$ cat config.mk
export PLATFORM = sky130hd
export DESIGN_NAME = xif_offload_ctrl_flat
export DESIGN_NICKNAME = d
export VERILOG_FILES = /design/src/rtl/xif_offload_ctrl_if.sv /design/src/rtl/xif_offload_ctrl.sv /design/src/flat_wrapper.sv
export SDC_FILE = /design/constraint.sdc
export NUM_CORES = 1
export LEC_CHECK = 0
export ABC_AREA = 1
export BUFFER_PORTS_ARGS = -buffer_cell sky130_fd_sc_hd__buf_2
export CAP_MARGIN = 15
export CORE_AREA = 2 2 144 146
export DETAILED_ROUTE_END_ITERATION = 8
export DIE_AREA = 0 0 146 148
export GPL_TIMING_DRIVEN = 0
export PLACE_DENSITY_LB_ADDON = 0.08
export SETUP_SLACK_MARGIN = 0.2
export SLEW_MARGIN = 15
export SYNTH_ARGS = -nofsm -noshare
export SYNTH_HDL_FRONTEND = slang
export SYNTH_SLANG_ARGS = --single-unit
$ cat constraint.sdc
create_clock -name ck -period 7.83 [get_ports ck]
set_clock_uncertainty 0.1 [all_clocks]
set_input_delay 0.783 -clock ck [delete_from_list [all_inputs] [get_ports ck]]
set_output_delay 0.783 -clock ck [all_outputs]
set_load 0.1 [all_outputs]
$ cat src/rtl/xif_offload_ctrl_if.sv
// Core-side bundle for the XIF offload controller: decode handshake, issue,
// commit, result and register-file writeback channels.
interface xif_offload_ctrl_if #(
   parameter int XLEN            = 32,
   parameter int X_ID_WIDTH      = 4,
   parameter int X_NUM_RS        = 3,
   parameter int MAX_OUTSTANDING = 4
);
   localparam int OW = $clog2(MAX_OUTSTANDING + 1);

   logic                       instr_valid;
   logic [31:0]                instr;
   logic [X_NUM_RS*XLEN-1:0]   rs_i;
   logic [X_NUM_RS-1:0]        rs_valid_i;
   logic                       kill_i;
   logic                       instr_ready;
   logic                       issue_valid;
   logic                       issue_ready;
   logic [31:0]                issue_instr;
   logic [X_ID_WIDTH-1:0]      issue_id;
   logic [X_NUM_RS*XLEN-1:0]   issue_rs;
   logic [X_NUM_RS-1:0]        issue_rs_valid;
   logic                       issue_accept;
   logic                       commit_valid;
   logic [X_ID_WIDTH-1:0]      commit_id;
   logic                       commit_kill;
   logic                       result_valid;
   logic                       result_ready;
   logic [X_ID_WIDTH-1:0]      result_id;
   logic [XLEN-1:0]            result_data;
   logic [4:0]                 result_rd;
   logic                       result_we;
   logic                       wb_valid;
   logic [4:0]                 wb_rd;
   logic [XLEN-1:0]            wb_data;
   logic                       illegal_instr;
   logic [OW-1:0]              outstanding;
   logic                       proto_err;

   // controller side
   modport master (
      input  instr_valid, instr, rs_i, rs_valid_i, kill_i,
      input  issue_ready, issue_accept,
      input  result_valid, result_id, result_data, result_rd, result_we,
      output instr_ready, issue_valid, issue_instr, issue_id, issue_rs, issue_rs_valid,
      output commit_valid, commit_id, commit_kill, result_ready,
      output wb_valid, wb_rd, wb_data, illegal_instr, outstanding, proto_err
   );

   // core + coprocessor side
   modport slave (
      output instr_valid, instr, rs_i, rs_valid_i, kill_i,
      output issue_ready, issue_accept,
      output result_valid, result_id, result_data, result_rd, result_we,
      input  instr_ready, issue_valid, issue_instr, issue_id, issue_rs, issue_rs_valid,
      input  commit_valid, commit_id, commit_kill, result_ready,
      input  wb_valid, wb_rd, wb_data, illegal_instr, outstanding, proto_err
   );
endinterface

$ cat src/rtl/xif_offload_ctrl.sv
// Core-side CORE-V-XIF initiator: issues one instruction at a time, emits
// commit/kill, tracks outstanding work and forwards results to the regfile.
module xif_offload_ctrl #(
   parameter int XLEN            = 32,
   parameter int X_ID_WIDTH      = 4,
   parameter int X_NUM_RS        = 3,
   parameter int MAX_OUTSTANDING = 4
) (
   input logic ck,
   input logic rst,
   xif_offload_ctrl_if.master bus
);
   localparam int OW = $clog2(MAX_OUTSTANDING + 1);

   typedef enum logic [1:0] {S_IDLE, S_ISSUE, S_COMMIT} state_t;

   state_t                   r_state, w_next;
   logic [31:0]              r_instr;
   logic [X_NUM_RS*XLEN-1:0] r_rs;
   logic [X_NUM_RS-1:0]      r_rsv;
   logic [X_ID_WIDTH-1:0]    r_id, r_id_cnt;
   logic                     r_kill, r_illegal, r_res_rdy, r_wb_valid, r_perr;
   logic [4:0]               r_wb_rd;
   logic [XLEN-1:0]          r_wb_data;
   logic [OW-1:0]            r_out;

   logic w_instr_rdy, w_instr_hs, w_issue_hs, w_res_hs, w_inc, w_dec;
   logic w_issue_valid, w_commit_valid;

   assign w_instr_rdy = (r_state == S_IDLE) && (r_out < OW'(MAX_OUTSTANDING)) && !rst;
   assign w_instr_hs  = bus.instr_valid && w_instr_rdy;
   assign w_issue_hs  = (r_state == S_ISSUE) && bus.issue_ready;
   assign w_res_hs    = bus.result_valid && r_res_rdy;
   assign w_inc       = w_issue_hs && bus.issue_accept && !bus.kill_i;
   // a result with nothing outstanding is a protocol error, never an underflow
   assign w_dec       = w_res_hs && (r_out != '0);

   always_comb begin
      w_next         = r_state;
      w_issue_valid  = 1'b0;
      w_commit_valid = 1'b0;
      case (r_state)
         S_IDLE:   if (w_instr_hs) w_next = S_ISSUE;
         S_ISSUE: begin
            w_issue_valid = 1'b1;
            if (w_issue_hs) w_next = bus.issue_accept ? S_COMMIT : S_IDLE;
         end
         S_COMMIT: begin
            w_commit_valid = 1'b1;
            w_next         = S_IDLE;
         end
         default:  w_next = S_IDLE;
      endcase
   end

   always_ff @(posedge ck or posedge rst) begin
      if (rst) r_state <= S_IDLE;
      else     r_state <= w_next;
   end

   always_ff @(posedge ck or posedge rst) begin
      if (rst) begin
         r_instr   <= '0;
         r_rs      <= '0;
         r_rsv     <= '0;
         r_id      <= '0;
         r_id_cnt  <= '0;
         r_kill    <= 1'b0;
         r_illegal <= 1'b0;
      end else begin
         r_illegal <= w_issue_hs && !bus.issue_accept;
         if (w_instr_hs) begin
            r_instr <= bus.instr;
            r_rs    <= bus.rs_i;
            r_rsv   <= bus.rs_valid_i;
            r_id    <= r_id_cnt;
         end
         if (w_issue_hs) begin
            r_id_cnt <= r_id_cnt + 1'b1;
            r_kill   <= bus.kill_i;
         end
      end
   end

   always_ff @(posedge ck or posedge rst) begin
      if (rst) begin
         r_res_rdy  <= 1'b0;
         r_wb_valid <= 1'b0;
         r_wb_rd    <= '0;
         r_wb_data  <= '0;
         r_out      <= '0;
         r_perr     <= 1'b0;
      end else begin
         r_res_rdy  <= 1'b1;
         r_wb_valid <= w_res_hs && bus.result_we;
         if (w_res_hs) begin
            r_wb_rd   <= bus.result_rd;
            r_wb_data <= bus.result_data;
            if (r_out == '0) r_perr <= 1'b1;
         end
         case ({w_inc, w_dec})
            2'b10:   r_out <= r_out + OW'(1);
            2'b01:   r_out <= r_out - OW'(1);
            default: r_out <= r_out;
         endcase
      end
   end

   assign bus.instr_ready    = w_instr_rdy;
   assign bus.issue_valid    = w_issue_valid;
   assign bus.issue_instr    = r_instr;
   assign bus.issue_id       = r_id;
   assign bus.issue_rs       = r_rs;
   assign bus.issue_rs_valid = r_rsv;
   assign bus.commit_valid   = w_commit_valid;
   assign bus.commit_id      = r_id;
   assign bus.commit_kill    = w_commit_valid && r_kill;
   assign bus.result_ready   = r_res_rdy;
   assign bus.wb_valid       = r_wb_valid;
   assign bus.wb_rd          = r_wb_rd;
   assign bus.wb_data        = r_wb_data;
   assign bus.illegal_instr  = r_illegal;
   assign bus.outstanding    = r_out;
   assign bus.proto_err      = r_perr;
endmodule

$ cat src/flat_wrapper.sv
// flat-port wrapper written by rule: the top's interface ports become plain ports
module xif_offload_ctrl_flat 
#(
   parameter int XLEN            = 32,
   parameter int X_ID_WIDTH      = 4,
   parameter int X_NUM_RS        = 3,
   parameter int MAX_OUTSTANDING = 4
)
  (ck, rst, bus_instr_valid, bus_instr, bus_rs_i, bus_rs_valid_i, bus_kill_i, bus_issue_ready, bus_issue_accept, bus_result_valid, bus_result_id, bus_result_data, bus_result_rd, bus_result_we, bus_instr_ready, bus_issue_valid, bus_issue_instr, bus_issue_id, bus_issue_rs, bus_issue_rs_valid, bus_commit_valid, bus_commit_id, bus_commit_kill, bus_result_ready, bus_wb_valid, bus_wb_rd, bus_wb_data, bus_illegal_instr, bus_outstanding, bus_proto_err);
  xif_offload_ctrl_if #(.XLEN(XLEN), .X_ID_WIDTH(X_ID_WIDTH), .X_NUM_RS(X_NUM_RS), .MAX_OUTSTANDING(MAX_OUTSTANDING)) bus_i ();
  input logic ck;
  input logic rst;
  input wire logic [$bits(bus_i.instr_valid)-1:0] bus_instr_valid;
  input wire logic [$bits(bus_i.instr)-1:0] bus_instr;
  input wire logic [$bits(bus_i.rs_i)-1:0] bus_rs_i;
  input wire logic [$bits(bus_i.rs_valid_i)-1:0] bus_rs_valid_i;
  input wire logic [$bits(bus_i.kill_i)-1:0] bus_kill_i;
  input wire logic [$bits(bus_i.issue_ready)-1:0] bus_issue_ready;
  input wire logic [$bits(bus_i.issue_accept)-1:0] bus_issue_accept;
  input wire logic [$bits(bus_i.result_valid)-1:0] bus_result_valid;
  input wire logic [$bits(bus_i.result_id)-1:0] bus_result_id;
  input wire logic [$bits(bus_i.result_data)-1:0] bus_result_data;
  input wire logic [$bits(bus_i.result_rd)-1:0] bus_result_rd;
  input wire logic [$bits(bus_i.result_we)-1:0] bus_result_we;
  output wire logic [$bits(bus_i.instr_ready)-1:0] bus_instr_ready;
  output wire logic [$bits(bus_i.issue_valid)-1:0] bus_issue_valid;
  output wire logic [$bits(bus_i.issue_instr)-1:0] bus_issue_instr;
  output wire logic [$bits(bus_i.issue_id)-1:0] bus_issue_id;
  output wire logic [$bits(bus_i.issue_rs)-1:0] bus_issue_rs;
  output wire logic [$bits(bus_i.issue_rs_valid)-1:0] bus_issue_rs_valid;
  output wire logic [$bits(bus_i.commit_valid)-1:0] bus_commit_valid;
  output wire logic [$bits(bus_i.commit_id)-1:0] bus_commit_id;
  output wire logic [$bits(bus_i.commit_kill)-1:0] bus_commit_kill;
  output wire logic [$bits(bus_i.result_ready)-1:0] bus_result_ready;
  output wire logic [$bits(bus_i.wb_valid)-1:0] bus_wb_valid;
  output wire logic [$bits(bus_i.wb_rd)-1:0] bus_wb_rd;
  output wire logic [$bits(bus_i.wb_data)-1:0] bus_wb_data;
  output wire logic [$bits(bus_i.illegal_instr)-1:0] bus_illegal_instr;
  output wire logic [$bits(bus_i.outstanding)-1:0] bus_outstanding;
  output wire logic [$bits(bus_i.proto_err)-1:0] bus_proto_err;
  assign bus_i.instr_valid = bus_instr_valid;
  assign bus_i.instr = bus_instr;
  assign bus_i.rs_i = bus_rs_i;
  assign bus_i.rs_valid_i = bus_rs_valid_i;
  assign bus_i.kill_i = bus_kill_i;
  assign bus_i.issue_ready = bus_issue_ready;
  assign bus_i.issue_accept = bus_issue_accept;
  assign bus_i.result_valid = bus_result_valid;
  assign bus_i.result_id = bus_result_id;
  assign bus_i.result_data = bus_result_data;
  assign bus_i.result_rd = bus_result_rd;
  assign bus_i.result_we = bus_result_we;
  assign bus_instr_ready = bus_i.instr_ready;
  assign bus_issue_valid = bus_i.issue_valid;
  assign bus_issue_instr = bus_i.issue_instr;
  assign bus_issue_id = bus_i.issue_id;
  assign bus_issue_rs = bus_i.issue_rs;
  assign bus_issue_rs_valid = bus_i.issue_rs_valid;
  assign bus_commit_valid = bus_i.commit_valid;
  assign bus_commit_id = bus_i.commit_id;
  assign bus_commit_kill = bus_i.commit_kill;
  assign bus_result_ready = bus_i.result_ready;
  assign bus_wb_valid = bus_i.wb_valid;
  assign bus_wb_rd = bus_i.wb_rd;
  assign bus_wb_data = bus_i.wb_data;
  assign bus_illegal_instr = bus_i.illegal_instr;
  assign bus_outstanding = bus_i.outstanding;
  assign bus_proto_err = bus_i.proto_err;
  xif_offload_ctrl #(.XLEN(XLEN), .X_ID_WIDTH(X_ID_WIDTH), .X_NUM_RS(X_NUM_RS), .MAX_OUTSTANDING(MAX_OUTSTANDING)) u_core (.ck(ck), .rst(rst), .bus(bus_i));
endmodule
Word-level counts from Yosys, hierarchy flattened. Index checks and enable logic that the tools add are counted. W data, S select, Z words.

$add $sub $neg: 3. $lt $le $gt $ge: 1. Equal/unequal tests: 6. Multiplexer cells: 7. Reductions and logical operators: 20.

Operator list (number): $logic_and A1 B1 Y1 (11); $mux W2 (3); $pmux W3 S2 (1); $add A4 B1 Y4 const B (1); $eq A2 B1 Y1 const B (2); $eq A2 B2 Y1 const B (2); $ne A2 B1 Y1 const B (2); $pmux W2 S2 (1); $reduce_and A2 Y1 (2); $add A3 B1 Y3 const B (1); $logic_not A1 Y1 (3); $logic_not A3 Y1 (1); $lt A3 B3 Y1 const B (1); $reduce_bool A3 Y1 (1); $sub A3 B1 Y3 const B (1); $logic_not A2 Y1 (1); $mux W1 (2); $reduce_bool A2 Y1 (1).

Flip-flop bits (word level): 186. Input port bits: 180. Output and inout bits: 187. Word-level logic and storage cells: 51.

Depth between registers and ports, before layout.
Word-level depth: 6. Gate-level depth with buffers: 13. Gate-level depth less buffers: 13.

Worst setup path after synthesis. Ideal clock, no wire load.

Path kind: reg-to-output. Start: register u_core.r_out[2] (netlist: u_core.bus.outstanding[2]). End: output bus_instr_ready. Arrival: 3792 ps. Required time: 6947 ps. Slack: 3155 ps. Cell stages (with the launch flop): 2. Buffers on the path: 0. Cells stage by stage: dfrtp_1 nor4_1.

Word-level cells in the longest chain between the ends: 3.

Ends and longest elaborated chain: start: declaration (RTL line xif_offload_ctrl.sv:25) `logic [OW-1:0] r_out;`; start signal: assignment (RTL line xif_offload_ctrl.sv:102) `2'b10: r_out <= r_out + OW'(1);`; start signal: assignment (RTL line xif_offload_ctrl.sv:103) `2'b01: r_out <= r_out - OW'(1);`; start signal: assignment (RTL line xif_offload_ctrl.sv:104) `default: r_out <= r_out;`; $lt A3 B3 Y1 (RTL line xif_offload_ctrl.sv:30) `assign w_instr_rdy = (r_state == S_IDLE) && (r_out < OW'(MAX_OUTSTANDING)) && !rst;`; $logic_and A1 B1 Y1 (2 in series) (RTL line xif_offload_ctrl.sv:30); end: declaration (RTL line flat_wrapper.sv:25) `output wire logic [$bits(bus_i.instr_ready)-1:0] bus_instr_ready;`.

No other way between the ends.

Worst setup path after layout.
Start: register u_core.r_state[1]. End: output bus_instr_ready.

Word-level cells in the longest chain between the ends: 3.

Ends and longest elaborated chain: start: declaration (RTL line xif_offload_ctrl.sv:17) `state_t r_state, w_next;`; start signal: assignment (RTL line xif_offload_ctrl.sv:58) `else r_state <= w_next;`; $logic_not A2 Y1 (RTL line xif_offload_ctrl.sv:30); $logic_and A1 B1 Y1 (2 in series) (RTL line xif_offload_ctrl.sv:30).

No other way between the ends.

==> results.tsv <==
stage	metric	value	unit
synthesis	combinational family with the most area after synthesis	simple AND/OR/NAND/NOR gates	
setup_path	CP max stage cell	sky130_fd_sc_hd__buf_2	
clock_tree	post-CTS resize count	0	
flow_run	max-cap viol count	0	
clock_tree	number of setup buffers added after CTS	0	
detailed_routing	via density per instance	4.30	
placement	weighted congestion at the end of routability-driven global placement	0.792	
placement	placed cell count	1436	
die	Initial Util	38.0	%
synthesis	leading cell types by total area after synthesis	sky130_fd_sc_hd__dfrtp_1 61%, sky130_fd_sc_hd__nand2_1 13%, sky130_fd_sc_hd__inv_1 7.3%	
sta	normalized max-slew margin	57.1	%
setup_path	WP buf/inv	1	
setup_path	number of gates on the worst path with buffers counted	2	
die	number of core rows	52	
global_routing	global-route wire length before repair	33.2	mm
synthesis	Avg Synthesized Cell Area	9.48	um2
setup_path	R2R setup slack	5.70	ns
synthesis	xor-xnor portion of the synthesized cell area	0.345	%
sta	min Tclk post-route	2.52	ns
sta	final number of max-transition violations	0	
detailed_routing	Via Count	6320	
detailed_routing	DRC violation count after routing	0	
detailed_routing	number of design-rule violations left by the first detailed-router iteration	277	
placement	Post-Place Setup Slack	5.21	ns
detailed_routing	Detail Route Antenna Nets	0	
synthesis	area share of fa/ha/maj cells after synthesis	0.591	%
clock_tree	total clock sinks	186	
synthesis	number of synthesized register bits	186	
die	CORE AREA	20000	um2
worst_hold_path	worst min-delay path class	primary input to async pin	
synthesis	multiplexer area fraction after synthesis	0	%
global_routing	via count of the first global-routing pass	6239	
clock_tree	clock-pin slew reported for the worst setup and hold paths after clock tree synthesis	0.07	ns
layout	cell area after layout	10400	um2
clock_tree	clk_lat worst skew	0.42	ns
setup_path	R2R cell count	7	
setup_path	delay-heaviest family, CP	buffers and inverters	
detailed_routing	mean routed wirelength per cell	14.3	um
layout	most frequent cells in the layout	363 x sky130_fd_sc_hd__buf_2, 262 x sky130_fd_sc_hd__nand2_1, 186 x sky130_fd_sc_hd__dfrtp_1	
setup_path	critical register-to-register path startpoint	u_core.bus.result_ready$_DFF_PP0_	
setup_path	category of the worst setup path capture point	primary output	
synthesis	count of mapped cells out of synthesis	803	
setup_path	kind of critical path	flop to primary output	
synthesis	share of the synthesized area in the top cell type	61.1	%
placement	cell area reported after detailed placement	9800	um2
clock_tree	CTS buffer count	17	
setup_path	Max Fanout on Critical Path	5	
placement	final HPWL from detailed placement	15.5	mm
layout	Layout Cells excl Fill	1469	
die	die footprint	21600	um2
setup_path	crit path launch type	flop	
layout	share of post-route cells with drive strength above 1	40.2	%
synthesis	part of the Yosys area used for sequential elements	61.1	%
detailed_routing	Final Routed Wirelength	20.9	mm
synthesis	Netlist Area Pre-Place	7620	um2
sta	number of hold violations in the final report	0	
sta	setup repair after global routing missed its margin	no	
layout	Synth-to-Final Area Change	36.4	%
layout	nets@finish	1368	
synthesis	share of synthesized cell area in and, or, nand and nor gates	14.2	%
global_routing	GRT Total Usage	19.5	%
setup_path	arrival time at the worst endpoint	1.64	ns
sta	final worst slack	5.31	ns
synthesis	total nets after synthesis	986	
placement	port buffer count	362	
global_routing	pin count of the biggest net entering global routing	99	
sta	actual slew at the worst max-slew pin	0.643	ns
setup_path	delay of the slowest critical-path stage	0.48	ns
clock_tree	CTS root buf	sky130_fd_sc_hd__clkbuf_16	
run_status	outcome	finished, final reports clean	
synthesis	fraction of the mapped netlist area in compound gates	12.1	%
die	Die Width	146	um
setup_path	cells along the critical path	nor4_1 > buf_2	
clock_tree	CTS tree	done	
sta	portion of the clock cycle consumed by the worst path in the final layout	32.2	%
die	I/O pin total	367	
global_routing	antenna violations before repair	2	
setup_path	capturing point of the worst reg2reg path	u_core.bus.outstanding[1]$_DFFE_PP0P_	
clock_tree	Hold-fix buffers, CTS	0	
clock_tree	maximum clock path buffer count	2	
clock_tree	Max H-tree Level	4	
synthesis	Yosys warning total	0	
synthesis	library cells used by synthesis	26	
sta	Final Setup Violations	0	
synthesis	largest area contributor in the netlist	sky130_fd_sc_hd__dfrtp_1	
die	vertical extent of the die	148	um
setup_path	Crit path required time	6.95	ns
detailed_routing	total iterations of the first detailed-routing run	4	
sta	maximum frequency from static timing analysis	0.397	GHz
layout	most common cell after layout, fill and taps aside	sky130_fd_sc_hd__buf_2	
layout	share of the core filled with cells	51.8	%
global_routing	residual overflow from global routing	0	
final cells by class:
type	instances	area [um2]
timing repair buffer	363	1840
fill	1998	9650
sequential	186	4650
buffer	40	324
antenna	1	2.50
inverter	149	567
clock buffer	20	457
multi-input combinational	428	2080
clock inverter	12	129
tap	270	338
cells in the mapped netlist, drive strengths merged:
cell type / n
nand2: 263
conb: 1
xor2: 1
o21ai: 140
fa: 1
and3: 1
ha: 2
nor2: 8
buf: 26
nand4: 2
nor4: 1
inv: 149
dfrtp: 186
clkbuf: 14
o21bai: 1
nand3: 4
xnor2: 2
a31oi: 1
flip-flops by register name (all words and copies together) (netlist names):
name	count
u_core.bus.illegal_instr	1
u_core.bus.wb_data	32
u_core.bus.issue_rs	96
u_core.bus.issue_rs_valid	3
u_core.bus.result_ready	1
u_core.bus.commit_id	4
u_core.r_kill	1
u_core.r_state	2
u_core.r_id_cnt	4
u_core.bus.wb_valid	1
u_core.bus.proto_err	1
u_core.bus.wb_rd	5
u_core.bus.outstanding	3
u_core.bus.issue_instr	32
per-layer routing:
metal | wire length [um] | part of all wire [%] | GRT usage (%) | up-vias
met4 | 425 | 2.0 | 6.89 | 2
met5 | 11 | 0.053 | 0 | -
met1 | 8950 | 43 | 25.0 | 2885
met2 | 10000 | 48 | 31.6 | 221
met3 | 1540 | 7.4 | 5.90 | 26
li1 | - | - | - | 3186
per-stage QoR:
stage,setup TNS [ns],hold slack [ns]
2_1_floorplan,0,0.346
3_3_place_gp,-126.26,0.357
3_5_place_dp,0,0.356
4_1_cts,0,0.378
5_1_grt,0,0.397
6_report,0,0.368
worst max-delay path by stage:
stage / slack (ns) / from / endpoint
floorplan: 1.89 / rst / u_core.bus.commit_id[0]$_DFFE_PP0P_
global route: 5.21 / u_core.r_state[1]$_DFFE_PP0P_ / bus_instr_ready
finish: 5.31 / u_core.r_state[1]$_DFFE_PP0P_ / bus_instr_ready
CTS: 5.29 / u_core.r_state[1]$_DFFE_PP0P_ / bus_instr_ready
detailed placement: 5.21 / bus_result_valid / u_core.bus.outstanding[2]$_DFFE_PP0P_
global placement: -0.69 / rst / u_core.bus.issue_rs[34]$_DFFE_PP0P_
logic make-up (layout without fill, tap and decap cells):
group | count (synthesis) | after routing
compound gates | 142 | 142
xor+xnor | 3 | 3
fa+ha+maj | 3 | 3
buf+inv | 189 | 584
flops | 186 | 186
other cells | 1 | 2
simple gates | 279 | 279
Power is not shown: default switching activity piles up to over one toggle a cycle in this logic, so the estimate is an artifact.
